$ cat src/rtl/dmem_arb_pkg.sv
// Shared definitions for the data-memory port arbiter: FSM state encoding,
// requester port indices and timeout counter sizing.
package dmem_arb_pkg;

    typedef enum logic [1:0] {
        ST_IDLE = 2'd0,
        ST_ADDR = 2'd1,
        ST_DATA = 2'd2
    } arb_state_e;

    localparam logic PORT_CORE = 1'b0;
    localparam logic PORT_DMA  = 1'b1;

    localparam int CNT_W = 8;

endpackage

$ cat src/rtl/rr_arbiter2.sv
// Two-requester round-robin grant decision. Holds the index of the last
// winner and, on contention, favours the other port.
module rr_arbiter2 (
    input  logic       i_clk,
    input  logic       i_rst_n,
    input  logic [1:0] i_req,
    input  logic       i_update,
    output logic [1:0] o_gnt,
    output logic       o_idx,
    output logic       o_valid
);

    logic r_last;
    logic w_idx;

    // Resetting r_last to 1 makes port 0 the first winner under contention.
    always_comb begin
        w_idx = 1'b0;
        if (i_req == 2'b11) begin
            w_idx = ~r_last;
        end else if (i_req[1]) begin
            w_idx = 1'b1;
        end
    end

    assign o_valid = |i_req;
    assign o_idx   = w_idx;
    assign o_gnt   = o_valid ? (w_idx ? 2'b10 : 2'b01) : 2'b00;

    always_ff @(posedge i_clk or negedge i_rst_n) begin
        if (!i_rst_n) begin
            r_last <= 1'b1;
        end else if (i_update && o_valid) begin
            r_last <= w_idx;
        end
    end

endmodule

$ cat src/rtl/dmem_arbiter.sv
// Shares one req/gnt/rvalid data-memory port between the core Memory stage
// (port 0) and a DMA master (port 1); one outstanding transaction with timeout.
module dmem_arbiter
    import dmem_arb_pkg::*;
#(
    parameter int ADDR_W  = 32,
    parameter int DATA_W  = 32,
    parameter int TIMEOUT = 64
) (
    input  logic                clk_i,
    input  logic                rst_i,
    input  logic                req0_i,
    input  logic                req1_i,
    input  logic                we0_i,
    input  logic                we1_i,
    input  logic [ADDR_W-1:0]   addr0_i,
    input  logic [ADDR_W-1:0]   addr1_i,
    input  logic [DATA_W-1:0]   wdata0_i,
    input  logic [DATA_W-1:0]   wdata1_i,
    input  logic [DATA_W/8-1:0] be0_i,
    input  logic [DATA_W/8-1:0] be1_i,
    output logic                gnt0_o,
    output logic                gnt1_o,
    output logic                rvalid0_o,
    output logic                rvalid1_o,
    output logic [DATA_W-1:0]   rdata0_o,
    output logic [DATA_W-1:0]   rdata1_o,
    output logic                err0_o,
    output logic                err1_o,
    output logic                mem_req_o,
    output logic                mem_we_o,
    output logic [ADDR_W-1:0]   mem_addr_o,
    output logic [DATA_W-1:0]   mem_wdata_o,
    output logic [DATA_W/8-1:0] mem_be_o,
    input  logic                mem_gnt_i,
    input  logic                mem_rvalid_i,
    input  logic [DATA_W-1:0]   mem_rdata_i
);

    localparam int BE_W = DATA_W / 8;
    localparam logic [CNT_W-1:0] TIMEOUT_CNT = CNT_W'(TIMEOUT);
    localparam logic [CNT_W-1:0] CNT_ONE     = 1;

    arb_state_e        r_state;
    logic              r_owner;
    logic              r_we;
    logic [ADDR_W-1:0] r_addr;
    logic [DATA_W-1:0] r_wdata;
    logic [BE_W-1:0]   r_be;
    logic [CNT_W-1:0]  r_cnt;

    logic              r_rvalid0;
    logic              r_rvalid1;
    logic [DATA_W-1:0] r_rdata0;
    logic [DATA_W-1:0] r_rdata1;
    logic              r_err0;
    logic              r_err1;

    logic              w_idle;
    logic              w_busy;
    logic [1:0]        w_arbGnt;
    logic              w_arbIdx;
    logic              w_arbValid;
    logic [CNT_W-1:0]  w_cntNext;
    logic              w_complete;
    logic              w_timeout;
    logic              w_done;

    assign w_idle = (r_state == ST_IDLE);
    assign w_busy = (r_state == ST_ADDR) || (r_state == ST_DATA);

    rr_arbiter2 u_rr (
        .i_clk    (clk_i),
        .i_rst_n  (rst_i),
        .i_req    ({req1_i, req0_i}),
        .i_update (w_idle),
        .o_gnt    (w_arbGnt),
        .o_idx    (w_arbIdx),
        .o_valid  (w_arbValid)
    );

    // Grants are combinational but must read 0 while reset is held.
    assign gnt0_o = w_idle & w_arbGnt[0] & rst_i;
    assign gnt1_o = w_idle & w_arbGnt[1] & rst_i;

    // A response only counts once the memory has accepted the address,
    // either earlier (DATA) or in this very cycle (ADDR with gnt).
    assign w_cntNext  = r_cnt + CNT_ONE;
    assign w_complete = mem_rvalid_i &&
                        ((r_state == ST_DATA) || ((r_state == ST_ADDR) && mem_gnt_i));
    assign w_timeout  = w_busy && !w_complete && (w_cntNext == TIMEOUT_CNT);
    assign w_done     = w_complete || w_timeout;

    always_ff @(posedge clk_i or negedge rst_i) begin
        if (!rst_i) begin
            r_state <= ST_IDLE;
            r_owner <= PORT_CORE;
            r_we    <= 1'b0;
            r_addr  <= '0;
            r_wdata <= '0;
            r_be    <= '0;
            r_cnt   <= '0;
        end else begin
            case (r_state)
                ST_IDLE: begin
                    r_cnt <= '0;
                    if (w_arbValid) begin
                        r_owner <= w_arbIdx;
                        r_we    <= w_arbIdx ? we1_i    : we0_i;
                        r_addr  <= w_arbIdx ? addr1_i  : addr0_i;
                        r_wdata <= w_arbIdx ? wdata1_i : wdata0_i;
                        r_be    <= w_arbIdx ? be1_i    : be0_i;
                        r_state <= ST_ADDR;
                    end
                end
                ST_ADDR: begin
                    r_cnt <= w_cntNext;
                    if (w_done) begin
                        r_state <= ST_IDLE;
                    end else if (mem_gnt_i) begin
                        r_state <= ST_DATA;
                    end
                end
                ST_DATA: begin
                    r_cnt <= w_cntNext;
                    if (w_done) begin
                        r_state <= ST_IDLE;
                    end
                end
                default: begin
                    r_state <= ST_IDLE;
                    r_cnt   <= '0;
                end
            endcase
        end
    end

    // Writes and timeouts return zero data; the non-owner port stays quiet.
    always_ff @(posedge clk_i or negedge rst_i) begin
        if (!rst_i) begin
            r_rvalid0 <= 1'b0;
            r_rvalid1 <= 1'b0;
            r_rdata0  <= '0;
            r_rdata1  <= '0;
            r_err0    <= 1'b0;
            r_err1    <= 1'b0;
        end else begin
            r_rvalid0 <= w_done && (r_owner == PORT_CORE);
            r_rvalid1 <= w_done && (r_owner == PORT_DMA);
            r_rdata0  <= (w_complete && !r_we && (r_owner == PORT_CORE)) ? mem_rdata_i : '0;
            r_rdata1  <= (w_complete && !r_we && (r_owner == PORT_DMA))  ? mem_rdata_i : '0;
            r_err0    <= w_timeout && (r_owner == PORT_CORE);
            r_err1    <= w_timeout && (r_owner == PORT_DMA);
        end
    end

    assign rvalid0_o   = r_rvalid0;
    assign rvalid1_o   = r_rvalid1;
    assign rdata0_o    = r_rdata0;
    assign rdata1_o    = r_rdata1;
    assign err0_o      = r_err0;
    assign err1_o      = r_err1;

    assign mem_req_o   = (r_state == ST_ADDR);
    assign mem_we_o    = r_we;
    assign mem_addr_o  = r_addr;
    assign mem_wdata_o = r_wdata;
    assign mem_be_o    = r_be;

    // Requesters must hold req until granted.
    a_req0Held: assert property (@(posedge clk_i) disable iff (!rst_i)
                                 (req0_i && !gnt0_o) |=> req0_i);
    a_req1Held: assert property (@(posedge clk_i) disable iff (!rst_i)
                                 (req1_i && !gnt1_o) |=> req1_i);

endmodule

$ cat config.mk
export PLATFORM = sky130hd
export DESIGN_NAME = dmem_arbiter
export DESIGN_NICKNAME = d
export VERILOG_FILES = /design/src/rtl/dmem_arb_pkg.sv /design/src/rtl/rr_arbiter2.sv /design/src/rtl/dmem_arbiter.sv
export SDC_FILE = /design/constraint.sdc
export NUM_CORES = 1
export LEC_CHECK = 0
export ABC_AREA = 1
export BUFFER_PORTS_ARGS = -buffer_cell sky130_fd_sc_hd__buf_2
export CORE_AREA = 2 2 124 126
export DETAILED_ROUTE_END_ITERATION = 7
export DIE_AREA = 0 0 126 128
export GPL_ROUTABILITY_DRIVEN = 0
export PLACE_DENSITY = 0.79
export SYNTH_ARGS = -nofsm -noshare
export SYNTH_HDL_FRONTEND = slang
export SYNTH_SLANG_ARGS = --single-unit
export TNS_END_PERCENT = 50
$ cat constraint.sdc
create_clock -name clk_i -period 1.76 [get_ports clk_i]
set_input_delay 0.088 -clock clk_i [delete_from_list [all_inputs] [get_ports clk_i]]
set_output_delay 0.088 -clock clk_i [all_outputs]
set_load 0.02 [all_outputs]
==> impl_metrics.csv <==
group,metric,value,unit
floorplanning,die-height,128,µm
power_and_ir_drop,p_leak,5.75,nW
finish,regArea,0.00373,mm²
finish,drive_gt1_share,33.5,%
drt,met1_length,9110,µm
drt,ant_nets,0,
critical_path,worstPathRequired,1.67,ns
logic_synthesis,synthMuxAreaShare,0,%
drt,met2_length,13000,µm
logic_synthesis,ys_seq_elements,149,
logic_synthesis,syn-cell-area,0.00612,mm²
clocking,clockBufferDepth,2,
drt,highest_layer,"met5",
grt,grt_start_max_net_pins,99,
finish,final_area,0.0105,mm²
logic_synthesis,yosysWarnings,0,
floorplanning,ioPinCount,316,
timing,worst_slew_pin_slew,0.565,ns
grt,grt_first_pass_wirelength,40700,µm
clocking,cts_root_buf,"clkbuf_16",
timing,final.period_utilization,97.1,%
floorplanning,core,0.0149,mm²
drt,route.met3.wl,3110,µm
placement,place_area,0.00798,mm²
finish,final_common_cell,"buf_2",
drt,drt-vias-per-instance,5.42,
critical_path,criticalPathCategory,"flip-flop to output pin",
grt,overflow,0,
critical_path,cp_slowest_stage_delay,0.41,ns
logic_synthesis,synthesis.nets,859,
floorplanning,fp.dieW,126,µm
timing,holdWs,0.0872,ns
clocking,clock_latency,0.43,ns
logic_synthesis,syn_inst,678,
power_and_ir_drop,power.total,15.5,mW
clocking,cts_tree,"done",
timing,maxSlewHeadroom,62.3,%
placement,dp_hpwl,13300,µm
grt,grt_util_all_layers,33.0,%
clocking,cts.clk_slew.worst_paths,0.06,ns
logic_synthesis,synth_xor_area_share,0,%
logic_synthesis,yosys.area_share.simple,30.1,%
placement,io_buffers,315,
power_and_ir_drop,ir_drop,1.02,mV
timing,final_max_slew_viol_count,0,
timing,setup_viol,0,
floorplanning,initial_core_util,41.2,%
clocking,cts_num_sinks,149,
critical_path,crit_fanout,4,
timing,period_minus_slack,1.71,ns
critical_path,crit_chain,"inv_2 -> ha_4 -> nand2_4 -> buf_12 -> nor3_2 -> buf_4",
drt,vias,7428,
finish,fin_nets,1349,
timing,fmax,585,MHz
finish,multi_input_area,0.00205,mm²
logic_synthesis,synth_top_family_by_area,"simple AND/OR/NAND/NOR gates",
clocking,htreeDepth,4,
drt,routed_wl,27200,µm
critical_path,cpMaxStageDelayCell,"dfrtp_1",
critical_path,crit_family,"flip-flops",
critical_path,start_kind,"flip-flop",
drt,drc,0,
run,cap_violations,0,
logic_synthesis,synth_adder_area_share,1.02,%
drt,drtPass1Iterations,6,
logic_synthesis,synthDistinctLibCells,24,
timing,skew,0.0202,ns
critical_path,path_buf_inv,3,
finish,synthToLayoutAreaGrowth,71.9,%
logic_synthesis,synth_compound_area_share,1.37,%
finish,layout_common_cells,"312 x buf_2, 205 x nand3_1, 172 x dlygate4sd3_1",
hold_path,hp-class,"input port to flip-flop",
drt,wl_per_cell,19.8,µm
critical_path,endpoint_kind,"output pin",
finish,n_fill_cell,1011,
power_and_ir_drop,powerDensity,1470,mW/mm²
logic_synthesis,syn_avg_cell_area,9.02,µm²
clocking,cts_buffers,17,
run_status,status,"finished, final reports clean",
floorplanning,rows,45,
logic_synthesis,seq_area_frac_synth,61.0,%
grt,grt_antenna_before_repair,3,
grt,grt_pass1_vias,7642,
floorplanning,die_area,0.0161,mm²
critical_path,critical_path_arrival,1.62,ns
timing,finalHoldViolCount,0,
drt,drt_iter0_markers,627,
==> power breakdown <==
part           internal, mW  leakage (nW)  total (mW)  switching [mW]
combinational          2.49          3.53        6.80            4.32
sequential             4.43          1.94        5.09           0.658
clock                  1.99         0.279        3.58            1.59
==> routing by layer <==
layer,track usage [%],vias up
li1,-,3188
met4,21.5,2
met2,53.6,637
met3,12.5,188
met1,36.5,3413
met5,0,-
==> layout make-up <==
| cell class | count | share of cell area [%] |
|---|---|---|
| antenna | 2 | 0.0476 |
| tap | 188 | 2.24 |
| inverter | 61 | 2.25 |
| clock buffer | 17 | 4.05 |
| timing repair buffer | 513 | 35.1 |
| multi-input combinational | 426 | 19.5 |
| sequential | 149 | 35.5 |
| clock inverter | 15 | 1.37 |
==> cells in the mapped netlist, drive strengths merged <==
| cell | n | area [µm²] |
|---|---|---|
| a21oi | 1 | 5.00 |
| buf | 9 | 43.8 |
| clkbuf | 33 | 124 |
| clkinv | 1 | 3.75 |
| dfrtp | 148 | 3700 |
| dfstp | 1 | 26.3 |
| ha | 5 | 62.6 |
| inv | 60 | 225 |
| nand2 | 102 | 383 |
| nand3 | 210 | 1070 |
| nand3b | 1 | 7.51 |
| nand4 | 5 | 31.3 |
| nor2 | 87 | 344 |
| nor3 | 1 | 5.00 |
| o21ai | 10 | 50.0 |
| o21bai | 3 | 22.5 |
| o22ai | 1 | 6.26 |
==> per-stage QoR <==
stage	util (%)	setup WS [ns]	TNS, ns	instances
floorplan	-	0.0665	0	678
global placement	53.7	0.0963	0	1154
detailed placement	53.7	0.00949	0	1154
CTS	70.0	0.00238	0	1363
global route	70.7	-0.0196	-0.0292	1369
finish	70.7	0.0515	0	1371
==> final timing paths <==
| check | from | slack (ns) | cells past startpoint | end |
|---|---|---|---|---|
| max | r_state[1] | 0.05 | 6 | gnt0_o |
| min | mem_rvalid_i | 0.09 | 5 | rvalid1_o |
| max reg2reg | r_state[1] | 0.09 | 7 | mem_wdata_o[15] |
| min reg2reg | u_rr.r_last | 0.48 | 2 | u_rr.r_last |
| max in group asynchronous | rst_i | 0.80 | 3 | rdata0_o[16] |
| min in group asynchronous | rst_i | 0.10 | 2 | mem_addr_o[22] |
==> sequential cells by signal, summed over array words and instances (netlist names), 2 cells and up <==
signal and flops:
rdata1_o 32, r_state 2, mem_addr_o 32, rdata0_o 32, mem_be_o 4, mem_wdata_o 32, r_cnt 8
==> kinds of logic after synthesis <==
kind of cell / count (synthesis)
AOI/OAI and AO/OA: 15
and+or+nand+nor: 406
adders and majority gates: 5
buffers and inverters: 103
DFF: 149
==> what timing repair did <==
action	4_1_cts	5_1_grt
buffers inserted	2	5
pin swaps	1	1
endpoints found under the hold margin	282	0
cloned	3	1
hold buffers	172	0
setup endpoints to repair	4	6
resized for setup	8	11
==> worst register-to-register path: cells and delay by family, from the launching register on <==
kind / cells / cell delay [ns]
flops: 1 / 0.41
buf+inv: 4 / 0.68
simple gates: 2 / 0.32
fa+ha+maj: 1 / 0.18
No activity file was read; power rests on OpenSTA's default activity.
